### config.mk
export PLATFORM = sky130hd
export DESIGN_NAME = tile_raster_assembler
export DESIGN_NICKNAME = d
export VERILOG_FILES = /design/src/rtl/tile_raster_assembler.sv
export SDC_FILE = /design/constraint.sdc
export NUM_CORES = 2
export LEC_CHECK = 0
export CORE_MARGIN = 2
export CORE_UTILIZATION = 50
export DETAILED_ROUTE_END_ITERATION = 6
export HOLD_SLACK_MARGIN = 0.15
export PLACE_DENSITY = 0.65
export SKIP_LAST_GASP = 1
export SLEW_MARGIN = 0
export SYNTH_ARGS = -nofsm -noshare
export SYNTH_HDL_FRONTEND = slang
export SYNTH_SLANG_ARGS = --single-unit
### constraint.sdc
create_clock -name iClk -period 3.73 [get_ports iClk]
set_clock_uncertainty 0.1 [all_clocks]
set_input_delay 0.5595 -clock iClk [delete_from_list [all_inputs] [get_ports iClk]]
set_output_delay 0.5595 -clock iClk [all_outputs]
set_load 0.1 [all_outputs]
### src/rtl/tile_raster_assembler.sv
// tile_raster_assembler: rebuilds a raster frame from tile-ordered pixels, then streams it out in raster order
module tile_raster_assembler #(
   parameter int DATA_WIDTH  = 8,
   parameter int IMG_WIDTH   = 32,
   parameter int IMG_HEIGHT  = 16,
   parameter int TILE_WIDTH  = 16,
   parameter int TILE_HEIGHT = 16
) (
   input  logic                  iClk,
   input  logic                  iRst,
   input  logic [DATA_WIDTH-1:0] iData,
   input  logic                  iValid,
   output logic                  oReady,
   output logic [DATA_WIDTH-1:0] oData,
   output logic                  oValid,
   input  logic                  iReady,
   output logic                  oLast,
   output logic                  oFrameDone
);
   localparam int TilesX = IMG_WIDTH / TILE_WIDTH;
   localparam int TilesY = IMG_HEIGHT / TILE_HEIGHT;
   localparam int Depth  = IMG_WIDTH * IMG_HEIGHT;
   localparam int AddrW  = Depth > 1 ? $clog2(Depth) : 1;
   localparam int ColW   = TILE_WIDTH > 1 ? $clog2(TILE_WIDTH) : 1;
   localparam int RowW   = TILE_HEIGHT > 1 ? $clog2(TILE_HEIGHT) : 1;
   localparam int TxW    = TilesX > 1 ? $clog2(TilesX) : 1;
   localparam int TyW    = TilesY > 1 ? $clog2(TilesY) : 1;
   // read counter carries one extra bit so it can step past the last address without wrapping
   localparam logic [AddrW:0] LastRd = (AddrW+1)'(Depth - 1);

   typedef enum logic {Fill, Drain} stateType;

   stateType              state;
   logic [DATA_WIDTH-1:0] mem [Depth];
   logic [ColW-1:0]       col;
   logic [RowW-1:0]       row;
   logic [TxW-1:0]        tileX;
   logic [TyW-1:0]        tileY;
   logic [AddrW:0]        rdAddr;
   logic [AddrW-1:0]      wrAddr;
   logic                  wrEn, rdEn, colMax, rowMax, txMax, tyMax;

   assign colMax = col == ColW'(TILE_WIDTH - 1);
   assign rowMax = row == RowW'(TILE_HEIGHT - 1);
   assign txMax  = tileX == TxW'(TilesX - 1);
   assign tyMax  = tileY == TyW'(TilesY - 1);
   assign wrEn   = state == Fill && iValid && oReady;
   assign rdEn   = state == Drain && rdAddr <= LastRd && (!oValid || iReady);
   assign wrAddr = AddrW'((int'(tileY) * TILE_HEIGHT + int'(row)) * IMG_WIDTH
                          + int'(tileX) * TILE_WIDTH + int'(col));

   // frame buffer write port; contents survive reset
   always_ff @(posedge iClk) begin
      if (wrEn) mem[wrAddr] <= iData;
   end

   // fill/drain control with tile counters, read counter and registered stream outputs
   always_ff @(posedge iClk or posedge iRst) begin
      if (iRst) begin
         state      <= Fill;
         col        <= '0;
         row        <= '0;
         tileX      <= '0;
         tileY      <= '0;
         rdAddr     <= '0;
         oReady     <= 1'b1;
         oValid     <= 1'b0;
         oData      <= '0;
         oLast      <= 1'b0;
         oFrameDone <= 1'b0;
      end else begin
         oFrameDone <= 1'b0;
         case (state)
            Fill: if (wrEn) begin
               col <= colMax ? '0 : col + 1'b1;
               if (colMax) row <= rowMax ? '0 : row + 1'b1;
               if (colMax && rowMax) tileX <= txMax ? '0 : tileX + 1'b1;
               if (colMax && rowMax && txMax) tileY <= tyMax ? '0 : tileY + 1'b1;
               if (colMax && rowMax && txMax && tyMax) begin
                  state  <= Drain;
                  oReady <= 1'b0;
                  rdAddr <= '0;
               end
            end
            Drain: if (rdEn) begin
               oData  <= mem[rdAddr[AddrW-1:0]];
               oValid <= 1'b1;
               oLast  <= rdAddr == LastRd;
               rdAddr <= rdAddr + 1'b1;
            end else if (iReady) begin
               oValid <= 1'b0;
               if (oValid && oLast) begin
                  state      <= Fill;
                  oReady     <= 1'b1;
                  oLast      <= 1'b0;
                  rdAddr     <= '0;
                  oFrameDone <= 1'b1;
               end
            end
            default: state <= Fill;
         endcase
      end
   end
endmodule

-- Word-level counts from Yosys, hierarchy flattened
Memories as Yosys holds them, arrays and structs flattened. A register that Yosys moved wholly into a read port is not among the register bits.
Index checks and enable logic that the tools add are counted.
- flip-flop bits (word level): 25
- latch bits: 0
- RAM bits: 4096
- bits in read-only memories: 0
- input bits: 12
- output and inout port bits: 12
- word-level logic and storage cells: 86
- memories: 1
- memories (memory ; words ; bits a word ; rd ports ; clocked after Yosys merged registers in ; wr ports ; RTL line ; source):
    mem ; 512 ; 8 ; 1 ; 1 ; 1 ; 34 ; logic [DATA_WIDTH-1:0] mem [Depth];
- add/sub/neg operators: 8
- multipliers: 0
- divide/modulo/power cells: 0
- magnitude comparators: 1
- equal/unequal tests: 10
- shift operators: 0
- muxes and demuxes: 33
- bitwise gates (word level): 2
- reductions and logical operators: 21
- operators with widths (cell ; number):
    $mux W10 ; 5
    $mux W1 ; 23
    $pmux W10 S2 ; 1
    $reduce_and A3 Y1 ; 4
    $add A10 B1 Y10 const B ; 1
    $eq A10 B9 Y1 const B ; 1
    $le A10 B9 Y1 const B ; 1
    $add A9 B4 Y9 ; 1
    $add A9 B5 Y9 ; 1
    $add A4 B1 Y4 const B ; 2
    $eq A4 B4 Y1 const B ; 2
    $logic_and A1 B1 Y1 ; 8
    $mux W4 ; 2
    $ne A2 B2 Y1 const B ; 3
    $reduce_and A2 Y1 ; 3
    $reduce_and A5 Y1 ; 1
    $add A1 B4 Y4 const A ; 1
    $ne A2 B1 Y1 const B ; 2
    $pmux W1 S2 ; 2
    $reduce_and A4 Y1 ; 1
    $reduce_bool A2 Y1 ; 2
    $ne A3 B1 Y1 const B ; 1
    $ne A3 B2 Y1 const B ; 1
    $add A1 B1 Y1 const B ; 2
    other kinds (3) ; 4

-- Logic depth before layout (Yosys ltp)
- depth in word-level cells: 7
- gate-level depth with buffers: 14
- gate-level depth less buffers: 8

-- Worst setup path after synthesis
No wires, ideal clock.
- path kind: register -> register
- start point: register rdAddr[0]
- end point: register oData[1], read port of mem
- setup time: 0.123 ns
- data arrival time: 2.611 ns
- data required time: 3.507 ns
- slack: 0.896 ns
- cell stages (with the launch flop): 11
- buffers on the path: 4
- period minus slack after synthesis: 2.834 ns
- path through: dfrtp_1 > buf_6 > buf_6 > buf_6 > buf_2 > mux4_2 > a22oi_1 > a21oi_1 > o41ai_1 > o32ai_1 > o221a_2
- longest elaborated chain between the ends: 4
- ends and longest elaborated chain (item ; RTL line ; source):
    start, declared ; 39 ; logic [AddrW:0] rdAddr;
    start signal, assigned ; 89 ; rdAddr <= rdAddr + 1'b1;
    $le A10 B9 Y1 ; 48 ; assign rdEn = state == Drain && rdAddr <= LastRd && (!oValid || iReady);
    $logic_and A1 B1 Y1 (2 in a row) ; 48 ;
    $reduce_and A2 Y1 (no line) ; - ;
    end, declared ; 14 ; output logic [DATA_WIDTH-1:0] oData,
Several ways; a longest one is shown, not always the timed one.
A chain may end at the register's enable or synchronous reset.

-- Worst setup path in the final report
- start point: register rdAddr[0]
- end point: register oData[0], read port of mem
The elaborated chain is that of the path after synthesis.

==> run_results.csv <==
group,metric,value,unit
critical_path,worstSetupEndpointType,"flop",
global_route,overflow,0,
critical_path,max_stage_delay,580,ps
floorplan,start_util,50.3,%
critical_path,cp_cell_sequence,"buf_16, buf_12, buf_12, mux2i_1, a221oi_1, a21oi_1, o311ai_1, buf_4, nor4_1, o31ai_4, o221a_2",
clocking,clkLatencyLatePin,990,ps
critical_path,critical_path_class,"reg2reg",
drt,routed_wirelength,465,mm
critical_path,rrSetupSlack,-40,ps
drt,drcViolationCount,0,
logic_synthesis,syn_nets,7500,
drt,via_per_inst,6.47,
drt,dr.pass1.iters,6,
floorplan,die_x,570,µm
logic_synthesis,netlist_top_cells_count,"edfxtp_1, mux4_2, nor2_1",
global_route,grt_pass1_vias,84600,
outcome,violations,"negative setup slack",
global_route,antenna_found_initial,25,
logic_synthesis,synth_cell_types,77,
critical_path,arrival,4570,ps
global_route,track_usage,28.5,%
critical_path,worstSetupStartpointType,"flop",
layout,fin_nets,8705,
logic_synthesis,ys_ff_latch,4128,
logic_synthesis,synthArstFlopShare,0.775,%
power_and_ir_drop,peakVddDrop,0.400,mV
floorplan,die_h,570,µm
sta,drv_slew,0,
drt,antenna_left,0,
layout,final_area,0.188,mm²
critical_path,cp_top_family,"compound AO/OA/AOI/OAI gates",
layout,area_growth,17.3,%
logic_synthesis,yosys.area.top_type,"edfxtp_1",
sta,fin_ws,-37.0,ps
layout,fillCellCount,22600,
logic_synthesis,avgSynthCellArea,21.4,µm²
place,place.gp.congestion,0.927,
clocking,cts_tree,"yes",
logic_synthesis,synth-main-ff-cell,"edfxtp_1",
critical_path,crit_slowest_cell,"o31ai_4",
drt,vias,85500,
floorplan,dieArea,0.325,mm²
sta,finalCriticalPeriod,3770,ps
sta,setup_viol,2,
place,placed_cell_area,0.174,mm²
clocking,clk_pin_slew,60,ps
critical_path,r2r_cells,11,
sta,worst_pin_slew,1110,ps
floorplan,coreArea,0.319,mm²
flow_run,cap_violations,0,
drt,drt_iter0_markers,13500,
logic_synthesis,netlist.area_leader.share,76.7,%
logic_synthesis,synth_most_common_cell,"edfxtp_1",
sta,fmax,0.265,GHz
logic_synthesis,synth-edff-count,4096,
logic_synthesis,ys_seq_area_share,77.2,%
critical_path,crit_required,4540,ps
layout,drive_gt1_share,32.1,%
critical_path,cp_max_fo,23,
layout,post-route-util,59.1,%
place,io_buffers,23,
critical_path,worstReg2RegEnd,"oData[0]$_DFFE_PP0P_",
sta,fin_tns_setup,-38.7,ps
critical_path,cp_common_cell,"buf_12",
hold_path,hp-class,"in2async",
place,post-place-ws,-1060,ps
floorplan,rows,207,
clocking,htreeDepth,5,
sta,hold_viol_final,0,
logic_synthesis,synth_warnings,0,
logic_synthesis,synthCells,7482,
clocking,cts_max_path_buffers,4,
critical_path,path_buf_inv,4,
floorplan,io_pins,24,
clocking,cts_made_buffers,416,
power_and_ir_drop,power_per_cell_area,493,mW/mm²
place,dpl.hpwl,298,mm
sta,fin_crit_sh,101,%
critical_path,rr_startpoint,"rdAddr[0]$_DFFE_PP0P_",
clocking,cts.sinks,4128,
global_route,grt_max_degree,139,
clocking,clock-root-buffer,"clkbuf_16",
global_route,grt_pass1_wl,650,mm
power_and_ir_drop,p_leak,59.0,nW
logic_synthesis,netlist_area,0.160,mm²
sta,max-slew-margin-rel,26.1,%
logic_synthesis,synthTopCellsByArea,"edfxtp_1, mux4_2, mux2i_1",
drt,wl_per_cell,35.1,µm
outcome,status,"finished, violations left",
==> how the worst max path moves through the flow <==
stage / startpoint / endpoint / slack, ps / cells past startpoint
after floorplan: rdAddr[0]$_DFFE_PP0P_ / oData[1]$_DFFE_PP0P_ / 900 / 10
after global placement: rdAddr[0]$_DFFE_PP0P_ / oData[0]$_DFFE_PP0P_ / -1100 / 11
after detailed placement: rdAddr[0]$_DFFE_PP0P_ / oData[0]$_DFFE_PP0P_ / -1060 / 11
after CTS: rdAddr[0]$_DFFE_PP0P_ / oData[1]$_DFFE_PP0P_ / -2 / 10
after global routing: rdAddr[0]$_DFFE_PP0P_ / oData[4]$_DFFE_PP0P_ / -9 / 11
final: rdAddr[0]$_DFFE_PP0P_ / oData[0]$_DFFE_PP0P_ / -40 / 11
==> cell type report <==
| type | count | area (µm²) | share of cell area, % |
|---|---|---|---|
| Clock inverter | 259 | 2490 | 1.33 |
| Inverter | 12 | 52.6 | 0.0279 |
| Sequential cell | 4128 | 124000 | 65.8 |
| Multi-Input combinational cell | 2868 | 34000 | 18.1 |
| Clock buffer | 499 | 10800 | 5.75 |
| Antenna cell | 13 | 32.5 | 0.0173 |
| Timing Repair Buffer | 1261 | 11600 | 6.17 |
| Tap cell | 4180 | 5230 | 2.78 |
==> worst register-to-register path, cell delays in order, from the launching register on <==
cell and delay, ps:
dfrtp_4 560, buf_16 260, buf_12 290, buf_12 220, mux2i_1 130, a221oi_1 370, a21oi_1 80, o311ai_1 490
buf_4 250, nor4_1 80, o31ai_4 580, o221a_2 320
==> layer usage <==
metal  global-route usage, %  wire, µm  up-vias
li1                        -         -    33900
met1                    40.2    175000    45200
met2                    43.1    213000     5493
met3                    6.96     55200      916
met4                    11.5     21800       14
met5                       0        93        -
==> stage by stage <==
stage	hold slack, ps	total power [mW]	std cells
after global placement	439	52.8	12400
after CTS	413	93.1	13200
after floorplan	413	52.0	7482
after detailed placement	466	52.9	12400
after global routing	444	94.9	13200
final	474	92.7	13200
==> state kept, by name, summed over array words and instances (netlist names) <==
register	count
oFrameDone	1
state	1
mem	4096
col	4
oLast	1
oValid	1
row	4
oData	8
tileX	1
rdAddr	10
oReady	1
==> where the power goes <==
part | internal (mW) | switching, mW | total (mW) | leakage (nW)
sequential | 51.0 | 0 | 51.0 | 37.2
combinational | 0.122 | 0.815 | 0.937 | 15.4
clock | 23.0 | 17.8 | 40.8 | 6.48
==> layout by cell type (no fill, tap or decap), types with 23 or more instances in the layout <==
| master | count |
|---|---|
| clkbuf_1 | 74 |
| mux2i_1 | 229 |
| edfxtp_1 | 4096 |
| a22o_1 | 41 |
| o22ai_1 | 34 |
| a22oi_1 | 163 |
| mux2_2 | 28 |
| mux4_2 | 945 |
| clkinv_2 | 83 |
| nand2_1 | 143 |
| a21oi_1 | 119 |
| clkbuf_16 | 420 |
| bufinv_16 | 32 |
| buf_12 | 137 |
| a221oi_1 | 59 |
| o221ai_1 | 40 |
| o21ai_0 | 61 |
| nor2_1 | 578 |
| nand3_1 | 43 |
| dfrtp_1 | 23 |
| clkinv_1 | 102 |
| buf_4 | 1081 |
| nor3_1 | 28 |
| a31oi_1 | 26 |
==> kinds of logic (layout without fill, tap and decap cells) <==
group           count (synthesis)  in the layout  synth area share, %
fa+ha+maj                       6              6               0.0468
buf+inv                       486           2031                 1.83
other cells                     0             13                    0
mux                          1226           1226                 15.3
compound gates                709            709                 3.19
flops                        4128           4128                 77.2
xor+xnor                        7              7               0.0382
simple gates                  920            920                 2.39
==> what timing repair did <==
| action | in CTS | in global routing |
|---|---|---|
| endpoints found under the setup margin | 8 | 8 |
| hold buffers | 9 | 0 |
| endpoints found under the hold margin | 500 | 0 |
| buffers inserted | 10 | 1 |
| cloned | 3 | 3 |
| gates resized for setup | 39 | 38 |
| pin swaps | 3 | 5 |
(Power assumes the default switching activity.)
